### src/rtl/cordic_arbiter.sv
// Round-robin arbiter/sequencer sharing one iterative CORDIC core among N_REQ requesters.
// Ports: req/req_x/req_y in, ack/rsp_* out, cordic_* to core, busy/grant_id status; CORDIC_ARB_TIMEOUT_EN adds a WAIT watchdog.
module cordic_arbiter #(
  parameter int N_REQ          = 4,
  parameter int DW             = 16,
  parameter int TIMEOUT_CYCLES = 64,
  localparam int GW            = (N_REQ > 1) ? $clog2(N_REQ) : 1
) (
  input  logic                clk,
  input  logic                rst_n,
  input  logic [N_REQ-1:0]    req,
  input  logic [N_REQ*DW-1:0] req_x,
  input  logic [N_REQ*DW-1:0] req_y,
  output logic [N_REQ-1:0]    ack,
  output logic [N_REQ-1:0]    rsp_valid,
  output logic [DW-1:0]       rsp_angle,
  output logic [DW-1:0]       rsp_mag,
  output logic                rsp_err,
  output logic                cordic_start,
  output logic [DW-1:0]       cordic_x,
  output logic [DW-1:0]       cordic_y,
  input  logic                cordic_done,
  input  logic [DW-1:0]       cordic_angle,
  input  logic [DW-1:0]       cordic_mag,
  output logic                busy,
  output logic [GW-1:0]       grant_id
);

  typedef enum logic [1:0] {
    IDLE,
    ISSUE,
    WAIT
  } state_t;

  state_t        state_q;
  logic [GW-1:0] last_q;
  logic [GW-1:0] win_d;
  logic          win_v_d;
  logic [GW-1:0] idx;

`ifdef CORDIC_ARB_TIMEOUT_EN
  localparam int CW = $clog2(TIMEOUT_CYCLES + 1);
  logic [CW-1:0] cnt_q;
`endif

  // Scan last+1, last+2, ... with wrap; first set request wins.
  always_comb begin
    win_d   = '0;
    win_v_d = 1'b0;
    idx     = '0;
    for (int k = 1; k <= N_REQ; k++) begin
      idx = GW'((int'(last_q) + k) % N_REQ);
      if (!win_v_d && req[idx]) begin
        win_v_d = 1'b1;
        win_d   = idx;
      end
    end
  end

  always_ff @(posedge clk or negedge rst_n) begin
    if (!rst_n) begin
      state_q      <= IDLE;
      last_q       <= GW'(N_REQ - 1);
      ack          <= '0;
      rsp_valid    <= '0;
      rsp_angle    <= '0;
      rsp_mag      <= '0;
      cordic_start <= 1'b0;
      cordic_x     <= '0;
      cordic_y     <= '0;
      busy         <= 1'b0;
      grant_id     <= '0;
`ifdef CORDIC_ARB_TIMEOUT_EN
      rsp_err      <= 1'b0;
      cnt_q        <= '0;
`endif
    end else begin
      ack          <= '0;
      rsp_valid    <= '0;
      cordic_start <= 1'b0;
      unique case (state_q)
        IDLE: begin
          if (win_v_d) begin
            cordic_x     <= req_x[int'(win_d)*DW +: DW];
            cordic_y     <= req_y[int'(win_d)*DW +: DW];
            grant_id     <= win_d;
            last_q       <= win_d;
            ack[win_d]   <= 1'b1;
            busy         <= 1'b1;
            state_q      <= ISSUE;
          end
        end
        ISSUE: begin
          cordic_start <= 1'b1;
          state_q      <= WAIT;
`ifdef CORDIC_ARB_TIMEOUT_EN
          cnt_q        <= '0;
`endif
        end
        WAIT: begin
          if (cordic_done) begin
            rsp_angle           <= cordic_angle;
            rsp_mag             <= cordic_mag;
            rsp_valid[grant_id] <= 1'b1;
            busy                <= 1'b0;
            state_q             <= IDLE;
`ifdef CORDIC_ARB_TIMEOUT_EN
            rsp_err             <= 1'b0;
          end else if (cnt_q == CW'(TIMEOUT_CYCLES - 1)) begin
            // Watchdog: return a zeroed error result.
            rsp_angle           <= '0;
            rsp_mag             <= '0;
            rsp_err             <= 1'b1;
            rsp_valid[grant_id] <= 1'b1;
            busy                <= 1'b0;
            state_q             <= IDLE;
          end else begin
            cnt_q <= cnt_q + 1'b1;
`endif
          end
        end
        default: begin
          busy    <= 1'b0;
          state_q <= IDLE;
        end
      endcase
    end
  end

`ifndef CORDIC_ARB_TIMEOUT_EN
  assign rsp_err = 1'b0;
`endif

endmodule
### config.mk
export PLATFORM = sky130hd
export DESIGN_NAME = cordic_arbiter
export DESIGN_NICKNAME = d
export VERILOG_FILES = /design/src/rtl/cordic_arbiter.sv
export SDC_FILE = /design/constraint.sdc
export NUM_CORES = 1
export LEC_CHECK = 0
export BUFFER_PORTS_ARGS = -buffer_cell sky130_fd_sc_hd__buf_2
export CORE_ASPECT_RATIO = 1.1
export CORE_UTILIZATION = 43
export DETAILED_ROUTE_END_ITERATION = 10
export PLACE_DENSITY_LB_ADDON = 0.1
export SETUP_SLACK_MARGIN = 0.15
export SLEW_MARGIN = 20
export SYNTH_ARGS = -nofsm -noshare
export SYNTH_HDL_FRONTEND = slang
export SYNTH_SLANG_ARGS = --single-unit
### constraint.sdc
create_clock -name clk -period 2.2 [get_ports clk]
set_input_delay 0.66 -clock clk [delete_from_list [all_inputs] [get_ports clk]]
set_output_delay 0.66 -clock clk [all_outputs]
set_load 0.005 [all_outputs]
Word-level counts from Yosys, hierarchy flattened

Cells that the tools add are included.

$lt $le $gt $ge: 8
Reductions and logical operators: 13
Shift operators: 2
Equal/unequal tests: 4
Add/sub/neg operators: 4
Bitwise logic cells: 1
Div/mod/pow operators: 0
Mux-type cells: 31
Multiply operators: 0

Operator list:

| operator            | number |
|---|---|
| $shiftx 64x7->16    | 2 |
| $lt 2x3->1 const B  | 6 |
| $mux 4              | 4 |
| $mux 1              | 13 |
| $mux 2              | 6 |
| $bmux 1 s2          | 4 |
| $pmux 2 s3          | 1 |
| $reduce_and 2->1    | 3 |
| $logic_and 1x1->1   | 5 |
| $add 2x1->2 const B | 2 |
| $add 2x2->2 const B | 2 |
| $demux 1 s2         | 2 |
| $ge 2x1->1 const B  | 2 |
| $ne 2x2->1 const B  | 2 |
| $logic_not 1->1     | 3 |
| $pmux 1 s3          | 1 |
| $reduce_and 3->1    | 1 |
| $eq 2x1->1 const B  | 1 |
| $eq 2x2->1 const B  | 1 |
| $logic_not 2->1     | 1 |
| $not 1->1           | 1 |

Output and inout port bits: 77
Latch bits: 0
Input port bits: 167
Logic and storage cells: 74
Memory bits (read-only): 0
Memories: 0
Bits in writable memories: 0
Register bits after elaboration: 80

Longest topological paths before layout

Depth after elaboration: 19
Mapped depth: 7
Depth with buffers taken out: 5

Least setup slack after synthesis

No wires, ideal clock.

Path kind: input port to flip-flop
Start: input req[3]
End: register cordic_x[10]
Stages on the path: 7
Arrival: 1.812 ns
Buffers on the path: 2
Setup time: 0.132 ns
Path slack: 0.256 ns
Required time: 2.068 ns
Path through: nor2b_1 o21ai_0 o211a_1 buf_6 buf_4 mux2i_1 o221ai_2

Longest elaborated chain between the ends: 13
Elaborated cells on any way between the ends: 24
Classes of those cells: shift (1); mux (16); reduce/logical (7)

Ends and longest elaborated chain:

| element                                                     | RTL line | text |
|---|---|---|
| start, declared                                             | 11       | `input logic [N_REQ-1:0] req,` |
| $bmux 1 s2                                                  | 53       | `if (!win_v_d && req[idx]) begin` |
| $mux 1 (not written as such)                                | 53       |  |
| $mux 1                                                      | 53       |  |
| $logic_not 1->1                                             | 53       |  |
| $logic_and 1x1->1                                           | 53       |  |
| $mux 1                                                      | 53       |  |
| $logic_not 1->1                                             | 53       |  |
| $logic_and 1x1->1                                           | 53       |  |
| $mux 1                                                      | 53       |  |
| $logic_not 1->1                                             | 53       |  |
| $logic_and 1x1->1                                           | 53       |  |
| $mux 2 / $mux 1 (equally long branches)                     | 53       |  |
| $shiftx 64x7->16 / $reduce_and 2->1 (equally long branches) | --       |  |
| end signal, assigned                                        | 84       | `cordic_x <= req_x[int'(win_d)*DW +: DW];` |
| end, declared                                               | 20       | `output logic [DW-1:0] cordic_x,` |

Parallel ways exist; a longest one is shown, timed or not. The select of a mux whose other input is x is not followed.
A chain may end at the register's enable or synchronous reset.

Worst setup path after layout

Start: register last_q[0]
End: register cordic_y[3]

Longest elaborated chain between the ends: 14
Elaborated cells on any way between the ends: 28
Classes of those cells: add/sub (4); shift (1); mux (16); reduce/logical (7)

Ends and longest elaborated chain:

| element                                                     | RTL line | text |
|---|---|---|
| start, declared                                             | 36       | `logic [GW-1:0] last_q;` |
| start signal, assigned                                      | 63       | `last_q <= GW'(N_REQ - 1);` |
| start signal, assigned                                      | 87       | `last_q <= win_d;` |
| $add 2x1->2                                                 | 52       | `idx = GW'((int'(last_q) + k) % N_REQ);` |
| $bmux 1 s2                                                  | 53       |  |
| $mux 1 (not written as such)                                | 53       |  |
| $mux 1                                                      | 53       |  |
| $logic_not 1->1                                             | 53       |  |
| $logic_and 1x1->1                                           | 53       |  |
| $mux 1                                                      | 53       |  |
| $logic_not 1->1                                             | 53       |  |
| $logic_and 1x1->1                                           | 53       |  |
| $mux 1                                                      | 53       |  |
| $logic_not 1->1                                             | 53       |  |
| $logic_and 1x1->1                                           | 53       |  |
| $mux 2 / $mux 1 (equally long branches)                     | 53       |  |
| $shiftx 64x7->16 / $reduce_and 2->1 (equally long branches) | --       |  |
| end signal, assigned                                        | 85       | `cordic_y <= req_y[int'(win_d)*DW +: DW];` |
| end, declared                                               | 21       | `output logic [DW-1:0] cordic_y,` |

Parallel ways exist; a longest one is shown, timed or not. The select of a mux whose other input is x is not followed.

==> load_flow_metrics.sql <==
INSERT INTO impl_metrics (metric_group, metric, value, unit) VALUES
('floorplanning', 'die_w', '93.8', 'um'),
('sta', 'timing_hold_violations_final', '0', ''),
('floorplanning', 'die_y', '103', 'um'),
('global_route', 'grt_overflow', '0', ''),
('setup_path', 'criticalPathCategory', 'reg2reg', ''),
('route', 'drt_wl_total', '10.8', 'mm'),
('setup_path', 'worst_reg2reg_path_length_in_cells', '6', ''),
('setup_path', 'biggest_fanout_along_the_worst_timing_path', '23', ''),
('global_route', 'number_of_antenna_violations_at_the_first_check_in_global_routing', '0', ''),
('floorplanning', 'core.rowCount', '36', ''),
('logic_synthesis', 'synth-main-ff-cell', 'dfrtp_1', ''),
('cts', 'cts-hold-fix-buffers', '0', ''),
('logic_synthesis', 'synth_area_per_cell', '10.7', 'um2'),
('sta', 'skew_final', '11.8', 'ps'),
('power', 'powerDensity', '1300', 'nW/um2'),
('global_route', 'grt_max_degree', '35', ''),
('sta', 'finalCritPeriodShare', '85.9', '%'),
('floorplanning', 'die-area', '9670', 'um2'),
('sta', 'worst_hold_slack', '194', 'ps'),
('cts', 'cts_tree', 'done', ''),
('logic_synthesis', 'syn-instance-count', '374', ''),
('cells_and_area', 'nFillCells', '788', ''),
('cts', 'worst_setup_hold_path_clk_slew', '90', 'ps'),
('global_route', 'track_usage', '22.1', '%'),
('logic_synthesis', 'ys_seq_area_share', '50.2', '%'),
('floorplanning', 'fp.coreArea', '8920', 'um2'),
('logic_synthesis', 'edff_count_synth', '0', ''),
('cells_and_area', 'antenna-diode-count', '0', ''),
('route', 'drt_first_iter_violations', '74', ''),
('outcome', 'run_status', 'completed', ''),
('cts', 'numClockSinks', '80', ''),
('cts', 'htreeDepth', '3', ''),
('global_route', 'wire_length_of_the_first_global_routing_pass', '16.3', 'mm'),
('setup_path', 'required', '2420', 'ps'),
('cells_and_area', 'layout_common_cells', '241 x buf_2, 133 x nand2_1, 78 x dfrtp_1', ''),
('logic_synthesis', 'netlist.area_leader.share', '48.9', '%'),
('cts', 'cts-resized-gates', '1', ''),
('floorplanning', 'count_of_boundary_i_o_pins', '244', ''),
('sta', 'rsz0062_at_grt', 'no', ''),
('route', 'remaining_drc_errors', '0', ''),
('route', 'detail_route.wl_per_cell', '14.6', 'um'),
('power', 'cellLeakagePower', '3.17', 'nW'),
('logic_synthesis', 'synth-seq-cells', '80', ''),
('placed_design', 'gpl_congestion', '0.819', ''),
('sta', 'pins_over_their_slew_limit', '0', ''),
('logic_synthesis', 'yosys.cell_types.count', '30', ''),
('cells_and_area', 'drive_gt1_share', '49.5', '%'),
('sta', 'final-setup-viol-count', '0', ''),
('setup_path', 'crit_path_end_kind', 'flop', ''),
('floorplanning', 'initial_utilization', '44.7', '%'),
('setup_path', 'cp.arrival', '2110', 'ps'),
('cts', 'cell_at_the_root_of_the_clock_tree', 'clkbuf_8', ''),
('logic_synthesis', 'synth_fp_nets', '541', ''),
('setup_path', 'r2r_end', 'cordic_y[3]$_DFFE_PN0P_', ''),
('route', 'avgViaCountPerCell', '4.98', ''),
('sta', 'finalCriticalPeriod', '1890', 'ps'),
('setup_path', 'start_kind', 'flop', ''),
('placed_design', 'port_buffers', '242', ''),
('logic_synthesis', 'synth-async-reset-ratio', '100', '%'),
('cells_and_area', 'most_common_cell_after_layout_fill_and_taps_aside', 'buf_2', ''),
('route', 'route.vias.total', '3698', ''),
('logic_synthesis', 'ys_top_cells_by_area', 'dfrtp_1 49%, mux2i_1 16%, nand2_1 13%', ''),
('setup_path', 'slack_of_the_worst_reg_to_reg_path', '310', 'ps'),
('sta', 'maxClockFrequency', '0.529', 'GHz'),
('cts', 'clock_latency_on_the_worst_skew_pair', '350', 'ps'),
('power', 'max-vdd-ir-drop', '710', 'uV'),
('cts', 'cts-buffers-inserted', '9', ''),
('sta', 'totalNegativeSetupSlack', '0', 'ps'),
('logic_synthesis', 'synth_top_area_cell', 'dfrtp_1', ''),
('route', 'drt_pass1_iterations', '4', ''),
('logic_synthesis', 'post_synth_instance_area', '3990', 'um2'),
('cells_and_area', 'finalNetCount', '790', ''),
('setup_path', 'worstReg2RegStart', 'last_q[0]$_DFFE_PN1P_', ''),
('flow_run', 'drv_cap', '0', ''),
('global_route', 'first_global_vias', '3486', ''),
('cells_and_area', 'area_delta_synth_final', '41.8', '%'),
('logic_synthesis', 'synth-warning-count', '0', ''),
('placed_design', 'dpl.hpwl', '8.41', 'mm'),
('min_path', 'hold_path.class', 'in2async', ''),
('cts', 'postCtsSetupBuffers', '0', ''),
('cts', 'clk_path_buf_depth', '2', ''),
('route', 'route.antenna.remaining_nets', '0', '');
==> cells in the mapped netlist (2+ instances only) <==
library cell,instances
o221ai_1,6
mux2i_1,64
nor2_1,11
dfrtp_1,78
buf_6,9
o21ai_0,5
dfstp_2,2
o221ai_2,26
nor2b_1,3
clkbuf_1,9
clkinv_1,2
buf_4,6
a21o_1,2
nand2_1,133
a21oi_1,3
==> worst max-delay path, stage by stage (launching register included) <==
cell and delay, ps:
dfstp_2 570, nand2b_1 120, a21boi_2 190, o211a_4 250, buf_12 210, mux2i_1 270
o221ai_1 140
==> worst max-delay path by stage <==
| stage | slack [ps] | to | start |
|---|---|---|---|
| 2_1_floorplan | 260 | cordic_x[10]$_DFFE_PN0P_ | req[3] |
| 3_3_place_gp | -40 | cordic_y[3]$_DFFE_PN0P_ | req[3] |
| 3_5_place_dp | -100 | cordic_y[3]$_DFFE_PN0P_ | req[3] |
| 4_1_cts | 200 | cordic_y[3]$_DFFE_PN0P_ | last_q[0]$_DFFE_PN1P_ |
| 5_1_grt | 210 | cordic_y[4]$_DFFE_PN0P_ | last_q[0]$_DFFE_PN1P_ |
| 6_report | 310 | cordic_y[3]$_DFFE_PN0P_ | last_q[0]$_DFFE_PN1P_ |
==> where the power goes <==
group | internal (mW) | total [mW] | switching, mW
clock | 0.663 | 1.24 | 0.581
combinational | 1.76 | 3.58 | 1.82
sequential | 2.16 | 2.54 | 0.381
total | 4.58 | 7.37 | 2.79
==> stage by stage <==
stage / power, mW / std cells / area, um2 / setup WS (ps) / util, %
after floorplan: 4.80 / 374 / 3990 / 256 / -
after global placement: 6.09 / 726 / 5420 / -42.1 / 60.8
after detailed placement: 6.20 / 726 / 5420 / -95.4 / 60.8
after CTS: 7.47 / 742 / 5650 / 200 / 63.4
after global routing: 7.94 / 742 / 5660 / 208 / 63.4
final: 7.37 / 742 / 5660 / 311 / 63.4
==> layer usage <==
| layer | part of all wire [%] | GRT usage (%) | vias up | routed length (um) |
|---|---|---|---|---|
| met3 | 7.2 | 4.57 | 12 | 780 |
| met5 | 0 | 0 | - | 0 |
| met4 | 1.3 | 8.28 | 0 | 140 |
| met2 | 53 | 40.5 | 140 | 5690 |
| met1 | 39 | 25.3 | 1756 | 4200 |
| li1 | - | - | 1790 | - |
==> state kept, by name, summed over array words and instances (netlist names) <==
register,count
grant_id,2
rsp_valid,4
busy,1
ack,4
rsp_mag,16
rsp_angle,16
cordic_x,16
last_q,2
cordic_y,16
cordic_start,1
state_q,2
==> kinds of logic (layout without fill, tap and decap cells) <==
family          count (synthesis)  in the layout  share of synthesized area (%)
simple gates                  153            153                           15.0
buf+inv                        28            282                           4.92
other cells                     1              1                         0.0940
compound gates                 48             48                           13.7
flops                          80             80                           50.2
mux                            64             64                           16.1
==> final cells by class <==
cell class | instances | area (um2) | share of cell area, %
repair buffers | 263 | 1460 | 25.8
multi-input cells | 266 | 1810 | 32.0
clock buffers | 9 | 124 | 2.19
well taps | 114 | 143 | 2.52
inverters | 3 | 11.3 | 0.199
clock inverters | 7 | 108 | 1.90
flip-flops and latches | 80 | 2000 | 35.4
(Power assumes the default switching activity.)
